File: src/rtl/jas_move_queue.sv
// Queues motion-profile parameter sets and sequences them into the step generator: load, dir setup, start/finish handshake, release.
// Load one cycle after push when idle; start rises DIR_SETUP cycles after load; cmd_ready drops when full or aborting, so commands are held, never lost.
module jas_move_queue #(
  parameter int DEPTH     = 8,
  parameter int DIR_SETUP = 4
) (
  input  logic                     clk,
  input  logic                     reset,
  input  logic                     enable,
  input  logic                     abort,
  input  logic                     cmd_valid,
  output logic                     cmd_ready,
  input  logic [0:4][31:0]         cmd_params,
  input  logic                     cmd_dir,
  output logic [0:4][31:0]         params,
  output logic                     dir,
  output logic                     start,
  input  logic                     finish,
  output logic                     busy,
  output logic                     move_done,
  output logic [$clog2(DEPTH):0]   count,
  output logic [15:0]              moves_done
);

  localparam int PW = $clog2(DEPTH);
  localparam int CW = PW + 1;
  localparam int SW = $clog2(DIR_SETUP + 1);

  typedef enum logic [1:0] {
    IDLE    = 2'd0,
    SETUP   = 2'd1,
    RUN     = 2'd2,
    RELEASE = 2'd3
  } state_t;

  state_t          state, state_nxt;
  logic [SW-1:0]   setup_cnt, setup_cnt_nxt;
  logic            start_nxt;
  logic            done_nxt;
  logic            moves_inc;
  logic            pop;
  logic            push;
  logic            full;
  logic            empty;
  logic [PW-1:0]   wr_ptr;
  logic [PW-1:0]   rd_ptr;

  logic [0:4][31:0] mem_params [DEPTH];
  logic             mem_dir    [DEPTH];

  assign full      = (count == CW'(DEPTH));
  assign empty     = (count == '0);
  assign cmd_ready = !full && !abort;
  assign push      = cmd_valid && cmd_ready;

  always_comb begin
    state_nxt     = state;
    setup_cnt_nxt = setup_cnt;
    start_nxt     = start;
    done_nxt      = 1'b0;
    moves_inc     = 1'b0;
    pop           = 1'b0;
    case (state)
      IDLE: begin
        if (enable && !empty) begin
          pop           = 1'b1;
          setup_cnt_nxt = '0;
          state_nxt     = SETUP;
        end
      end
      SETUP: begin
        start_nxt = 1'b0;
        if (setup_cnt == SW'(DIR_SETUP - 1)) begin
          start_nxt = 1'b1;
          state_nxt = RUN;
        end else begin
          setup_cnt_nxt = setup_cnt + 1'b1;
        end
      end
      RUN: begin
        if (finish) begin
          start_nxt = 1'b0;
          done_nxt  = 1'b1;
          moves_inc = 1'b1;
          state_nxt = RELEASE;
        end
      end
      RELEASE: begin
        start_nxt = 1'b0;
        state_nxt = IDLE;
      end
      default: state_nxt = IDLE;
    endcase
    // Abort overrides everything: the in-flight move is dropped without completion credit
    if (abort) begin
      state_nxt = IDLE;
      start_nxt = 1'b0;
      done_nxt  = 1'b0;
      moves_inc = 1'b0;
      pop       = 1'b0;
    end
  end

  always_ff @(posedge clk or posedge reset) begin
    if (reset) begin
      state      <= IDLE;
      setup_cnt  <= '0;
      start      <= 1'b0;
      move_done  <= 1'b0;
      busy       <= 1'b0;
      moves_done <= '0;
      params     <= '0;
      dir        <= 1'b0;
    end else begin
      state     <= state_nxt;
      setup_cnt <= setup_cnt_nxt;
      start     <= start_nxt;
      move_done <= done_nxt;
      busy      <= (state_nxt != IDLE);
      if (moves_inc) moves_done <= moves_done + 16'd1;
      if (pop) begin
        params <= mem_params[rd_ptr];
        dir    <= mem_dir[rd_ptr];
      end
    end
  end

  always_ff @(posedge clk or posedge reset) begin
    if (reset) begin
      wr_ptr <= '0;
      rd_ptr <= '0;
      count  <= '0;
    end else if (abort) begin
      wr_ptr <= '0;
      rd_ptr <= '0;
      count  <= '0;
    end else begin
      if (push) wr_ptr <= wr_ptr + 1'b1;
      if (pop)  rd_ptr <= rd_ptr + 1'b1;
      case ({push, pop})
        2'b10:   count <= count + 1'b1;
        2'b01:   count <= count - 1'b1;
        default: count <= count;
      endcase
    end
  end

  // Storage needs no reset; entries are only read after being written
  always_ff @(posedge clk) begin
    if (push) begin
      mem_params[wr_ptr] <= cmd_params;
      mem_dir[wr_ptr]    <= cmd_dir;
    end
  end

endmodule
File: config.mk
export PLATFORM = sky130hd
export DESIGN_NAME = jas_move_queue
export DESIGN_NICKNAME = d
export VERILOG_FILES = /design/src/rtl/jas_move_queue.sv
export SDC_FILE = /design/constraint.sdc
export NUM_CORES = 2
export LEC_CHECK = 0
export CAP_MARGIN = 10
export CORE_MARGIN = 2
export CORE_UTILIZATION = 60
export DETAILED_ROUTE_END_ITERATION = 16
export PLACE_DENSITY = 0.81
export SYNTH_ARGS = -nofsm -noshare
export SYNTH_HDL_FRONTEND = slang
export SYNTH_SLANG_ARGS = --single-unit
File: constraint.sdc
create_clock -name clk -period 22.7 [get_ports clk]
set_input_delay 4.54 -clock clk [delete_from_list [all_inputs] [get_ports clk]]
set_output_delay 4.54 -clock clk [all_outputs]
set_load 0.1 [all_outputs]
After elaboration in Yosys (flattened, before gate mapping)
Memories as Yosys holds them, arrays and structs flattened. A register that Yosys moved wholly into a read port is not among the register bits. Cells that the tools add are included.

Bits in registers: 34. Output and inout bits: 185. Input port bits: 167. Memories: 2. RAM bits: 1288. Word-level logic and storage cells: 69.

Equal/unequal tests: 10. Multiplexer cells: 26. Add/subtract/negate cells: 6. Reduce and logical (&&, ||, !) cells: 16.

Memories: mem_params (words 8, bits a word 160, read ports 1, clocked after memory_dff 1, wr ports 1, line 48) `logic [0:4][31:0] mem_params [DEPTH];`; mem_dir (words 8, bits a word 1, read ports 1, clocked after memory_dff 1, wr ports 1, line 49) `logic mem_dir [DEPTH];`.

Operators by type and width (number): $mux 3 (6); $add 16x1->16 const B (1); $mux 1 (11); $add 3x1->3 const B (3); $mux 2 (4); $pmux 2 s4 (1); $pmux 4 s2 (1); $reduce_bool 2->1 (4); $eq 2x2->1 const B (3); $pmux 3 s2 (1); $add 4x1->4 const B (1); $eq 2x1->1 const B (2); $eq 4x4->1 const B (1); $logic_not 4->1 (1); $mux 4 (1); $ne 2x2->1 const B (2); $reduce_bool 4->1 (1); $sub 4x1->4 const B (1); $eq 3x2->1 const B (1); $logic_and 1x1->1 (3); $logic_not 1->1 (3); $ne 3x3->1 const B (1); $pmux 1 s3 (1); $reduce_and 3->1 (1); other kinds (3) (3).

Longest topological paths before layout
Depth in word-level cells: 9. Depth in mapped cells: 10. Gate-level depth less buffers: 10.

Least setup slack after synthesis
Ideal clock, no wire load.

Path type: input port to flip-flop. Start: input port abort. End: memory mem_dir[0], enable pin. Buffers on the path: 1. Data arrival time: 15.985 ns. Setup time: 0.879 ns. Stages: 3. Path slack: 5.837 ns. Data required time: 21.821 ns. Path through: clkbuf_1 -> or3_1 -> nor3_1.

Cells in the longest elaborated chain, start to end: 5.

Ends and longest elaborated chain: start: declaration (line 10) `input logic abort,`; $logic_not 1->1 (line 53) `assign cmd_ready = !full && !abort;`; $logic_and 1x1->1 (line 53); $logic_and 1x1->1 (line 54) `assign push = cmd_valid && cmd_ready;`; $mux 1 (line 150) `if (push) begin`; $mux 1 (implied by the code) (line 152) `mem_dir[wr_ptr] <= cmd_dir;`; end: declaration (line 49).

Every way passes these cells.

Worst setup path in the final report
Start: input port abort. End: output port cmd_ready.

Cells in the longest elaborated chain, start to end: 2.

Ends and longest elaborated chain: $logic_not 1->1 (line 53); $logic_and 1x1->1 (line 53); end: declaration (line 12) `output logic cmd_ready,`.

Every way passes these cells.

==> impl_metrics.toml <==
[run_status]
status = "complete, no violations"

[cells_and_area]
final_cell_area_mm2 = 0.06502
final_nets = 3164
stdcell_count = 4306
area_delta_synth_final_pct = 17.23
utilization_pct = 70.94
drive_gt1_share_pct = 19.17
fill_cells = 5246

[global_route]
grt_max_degree = 141
grt_use_total_pct = 25.71
antenna_found_initial = 29
grt_pass1_wl_mm = 178.2
grt_pass1_vias = 28520
overflow = 0

[route]
drc = 0
drtAntennaViolNets = 0
wire_per_inst_um = 27.86
first_pass_iters = 5
via_count = 26950
viasPerCell = 6.259
drt-total-wl_mm = 120.0
drt_iter0_drc = 2511

[floorplan]
start_util_pct = 60.51
dieHeight_um = 308.1
fp.dieArea_mm2 = 0.09489
core_mm2 = 0.09166
die_x_um = 308.1
num_io_pins = 352
row_count = 111

[worst_setup_path]
regToRegSetupSlack_ns = 17.98
critPathLaunchType = "primary input"
startpoint = "abort"
crit_path_end_kind = "output port"
critPathMaxFanout = 21
cp.arrival_ns = 6.78
critPathCapture = "cmd_ready"
path_class = "primary input to output port"
worst-endpoint-required_ns = 18.16
r2r_start = "count[1]$_DFFE_PP0P_"
reg2reg_to = "mem_params[2][1]$_DFFE_PP_"
r2r_cells = 6

[sta]
finalMaxSlewViolations = 0
post-route-period-util_pct = 49.89
rsz0062_at_grt = "false"
hold_violations = 0
setup_slack_ns = 11.38
setup_violations = 0
finClkSkew_ns = 0.03052
max_freq_mhz = 88.30
final.setup.tns_ns = 0
max_slew_margin_pct = 19.32
timing.hold.ws_ns = 0.4760
tightest_slew_ns = 1.210
layout_min_cycle_time_ns = 11.32

[logic_synthesis]
synth_nets = 2756
synth_fa_ha_area_share_pct = 0.2932
synth_xor_xnor_area_share_pct = 0.3316
netlist_top_cells_area = "edfxtp_1, mux4_2, dfrtp_1"
synth_area_mm2 = 0.05547
synth_top_family_by_area = "multiplexers"
synth_commonest_cells = "edfxtp_1, mux4_2, dfrtp_1"
synth-simple-area-share_pct = 1.879
synthMuxAreaShare_pct = 16.00
async_flop_share_pct = 13.15
synth_cells = 2576
ys.warnings.count = 0
synth_compound_area_share_pct = 1.926
synthFlopType = "edfxtp_1"
synth_edf_count = 1288
synth_top_area_share_pct = 69.73
synthMostInstantiatedCell = "edfxtp_1"
seq_area_frac_synth_pct = 78.53
synth_area_per_cell_um2 = 21.53
synth_area_leader_cell = "edfxtp_1"
ys_types = 54
ys_ff_latch = 1483

[flow_run]
max_cap_viol_count = 0

[placed_design]
routabilityCongestion = 0.7830
dpl_cell_area_mm2 = 0.06035
portBuffers = 351
pre_cts_ws_ns = 11.39
dp_hpwl_mm = 61.71
dp_cells = 4023

[worst_hold_path]
min_from = "moves_done[15]$_DFFE_PP0P_"
hp-class = "flip-flop to flip-flop"

[cts]
clk_pin_slew_ns = 0.06
htree_levels = 4
cts-root-buf = "clkbuf_16"
cts_tree = "done"
cts_buffers = 145
clock_path_buffers = 3
numClockSinks = 1483
cts_setup_buffers = 0
cts_resized = 0
clock_latency_ns = 0.75
ctsHoldBuffers = 0

[pwr]
power_mw = 8.189
irDropWorstVdd_mv = 0.1663
p_leak_nw = 20.65
pwr_density_cell_mw_per_mm2 = 125.9
-- cell usage in the layout (no fill, tap or decap), types with 14 or more instances in the layout --
cell                n
edfxtp_1         1288
a21oi_1           165
clkinv_1           22
clkdlybuf4s50_1   351
clkbuf_1           33
mux4_2            322
clkinv_2           29
mux2i_1           161
buf_4              34
nand2_1            21
clkbuf_16         148
clkbuf_8           14
diode_2            17
nor2_1            177
dfrtp_1           192
-- registers in the layout, summed over array words and instances, names as in the netlist --
register    cells
busy            1
count           4
dir             1
mem_dir         8
mem_params   1280
move_done       1
moves_done     16
params        160
rd_ptr          3
setup_cnt       3
start           1
state           2
wr_ptr          3
-- routing by layer --
metal	up-vias	wire, um	track usage [%]
met5	-	187	0
met4	30	2780	8.417
met3	199	8673	5.160
met2	1125	61570	42.53
met1	14250	46740	34.93
li1	11350	-	-
-- cell type report --
type / instances / area (um2) / share of cell area [%]
Multi-Input combinational cell: 956 / 11390 / 17.52
Clock buffer: 195 / 4020 / 6.182
Inverter: 8 / 37.54 / 0.05773
Antenna cell: 17 / 42.54 / 0.06542
Timing Repair Buffer: 390 / 3869 / 5.950
Tap cell: 1186 / 1484 / 2.282
Sequential cell: 1483 / 43570 / 67.00
Clock inverter: 71 / 610.6 / 0.9390
-- worst min-delay path by stage --
stage	endpoint	slack, ns	cells past startpoint
6_report	moves_done[15]$_DFFE_PP0P_	0.48	1
2_1_floorplan	setup_cnt[1]$_DFFE_PP0P_	0.49	1
4_1_cts	moves_done[15]$_DFFE_PP0P_	0.48	1
3_3_place_gp	moves_done[15]$_DFFE_PP0P_	0.46	1
3_5_place_dp	moves_done[15]$_DFFE_PP0P_	0.46	1
5_1_grt	moves_done[15]$_DFFE_PP0P_	0.51	1
-- critical path, cell delays in order --
cell,delay (ns)
clkdlybuf4s50_1,0.83
nor2_1,0.26
clkdlybuf4s50_1,1.16
-- cells by family (layout without fill, tap and decap cells) --
| logic type | count (synthesis) | count (layout) |
|---|---|---|
| multiplexers | 484 | 484 |
| buffers and inverters | 137 | 664 |
| AO/OA/AOI/OAI | 195 | 195 |
| AND/OR/NAND/NOR | 243 | 243 |
| other | 0 | 17 |
| XOR/XNOR | 21 | 21 |
| adder cells (fa/ha/maj) | 13 | 13 |
| flip-flops | 1483 | 1483 |
-- where the power goes --
part	switching (mW)	internal, mW
clock	0.992	1.33
combinational	1.75	0.765
sequential	0.163	3.19
total	2.90	5.28
(Power assumes the default switching activity.)
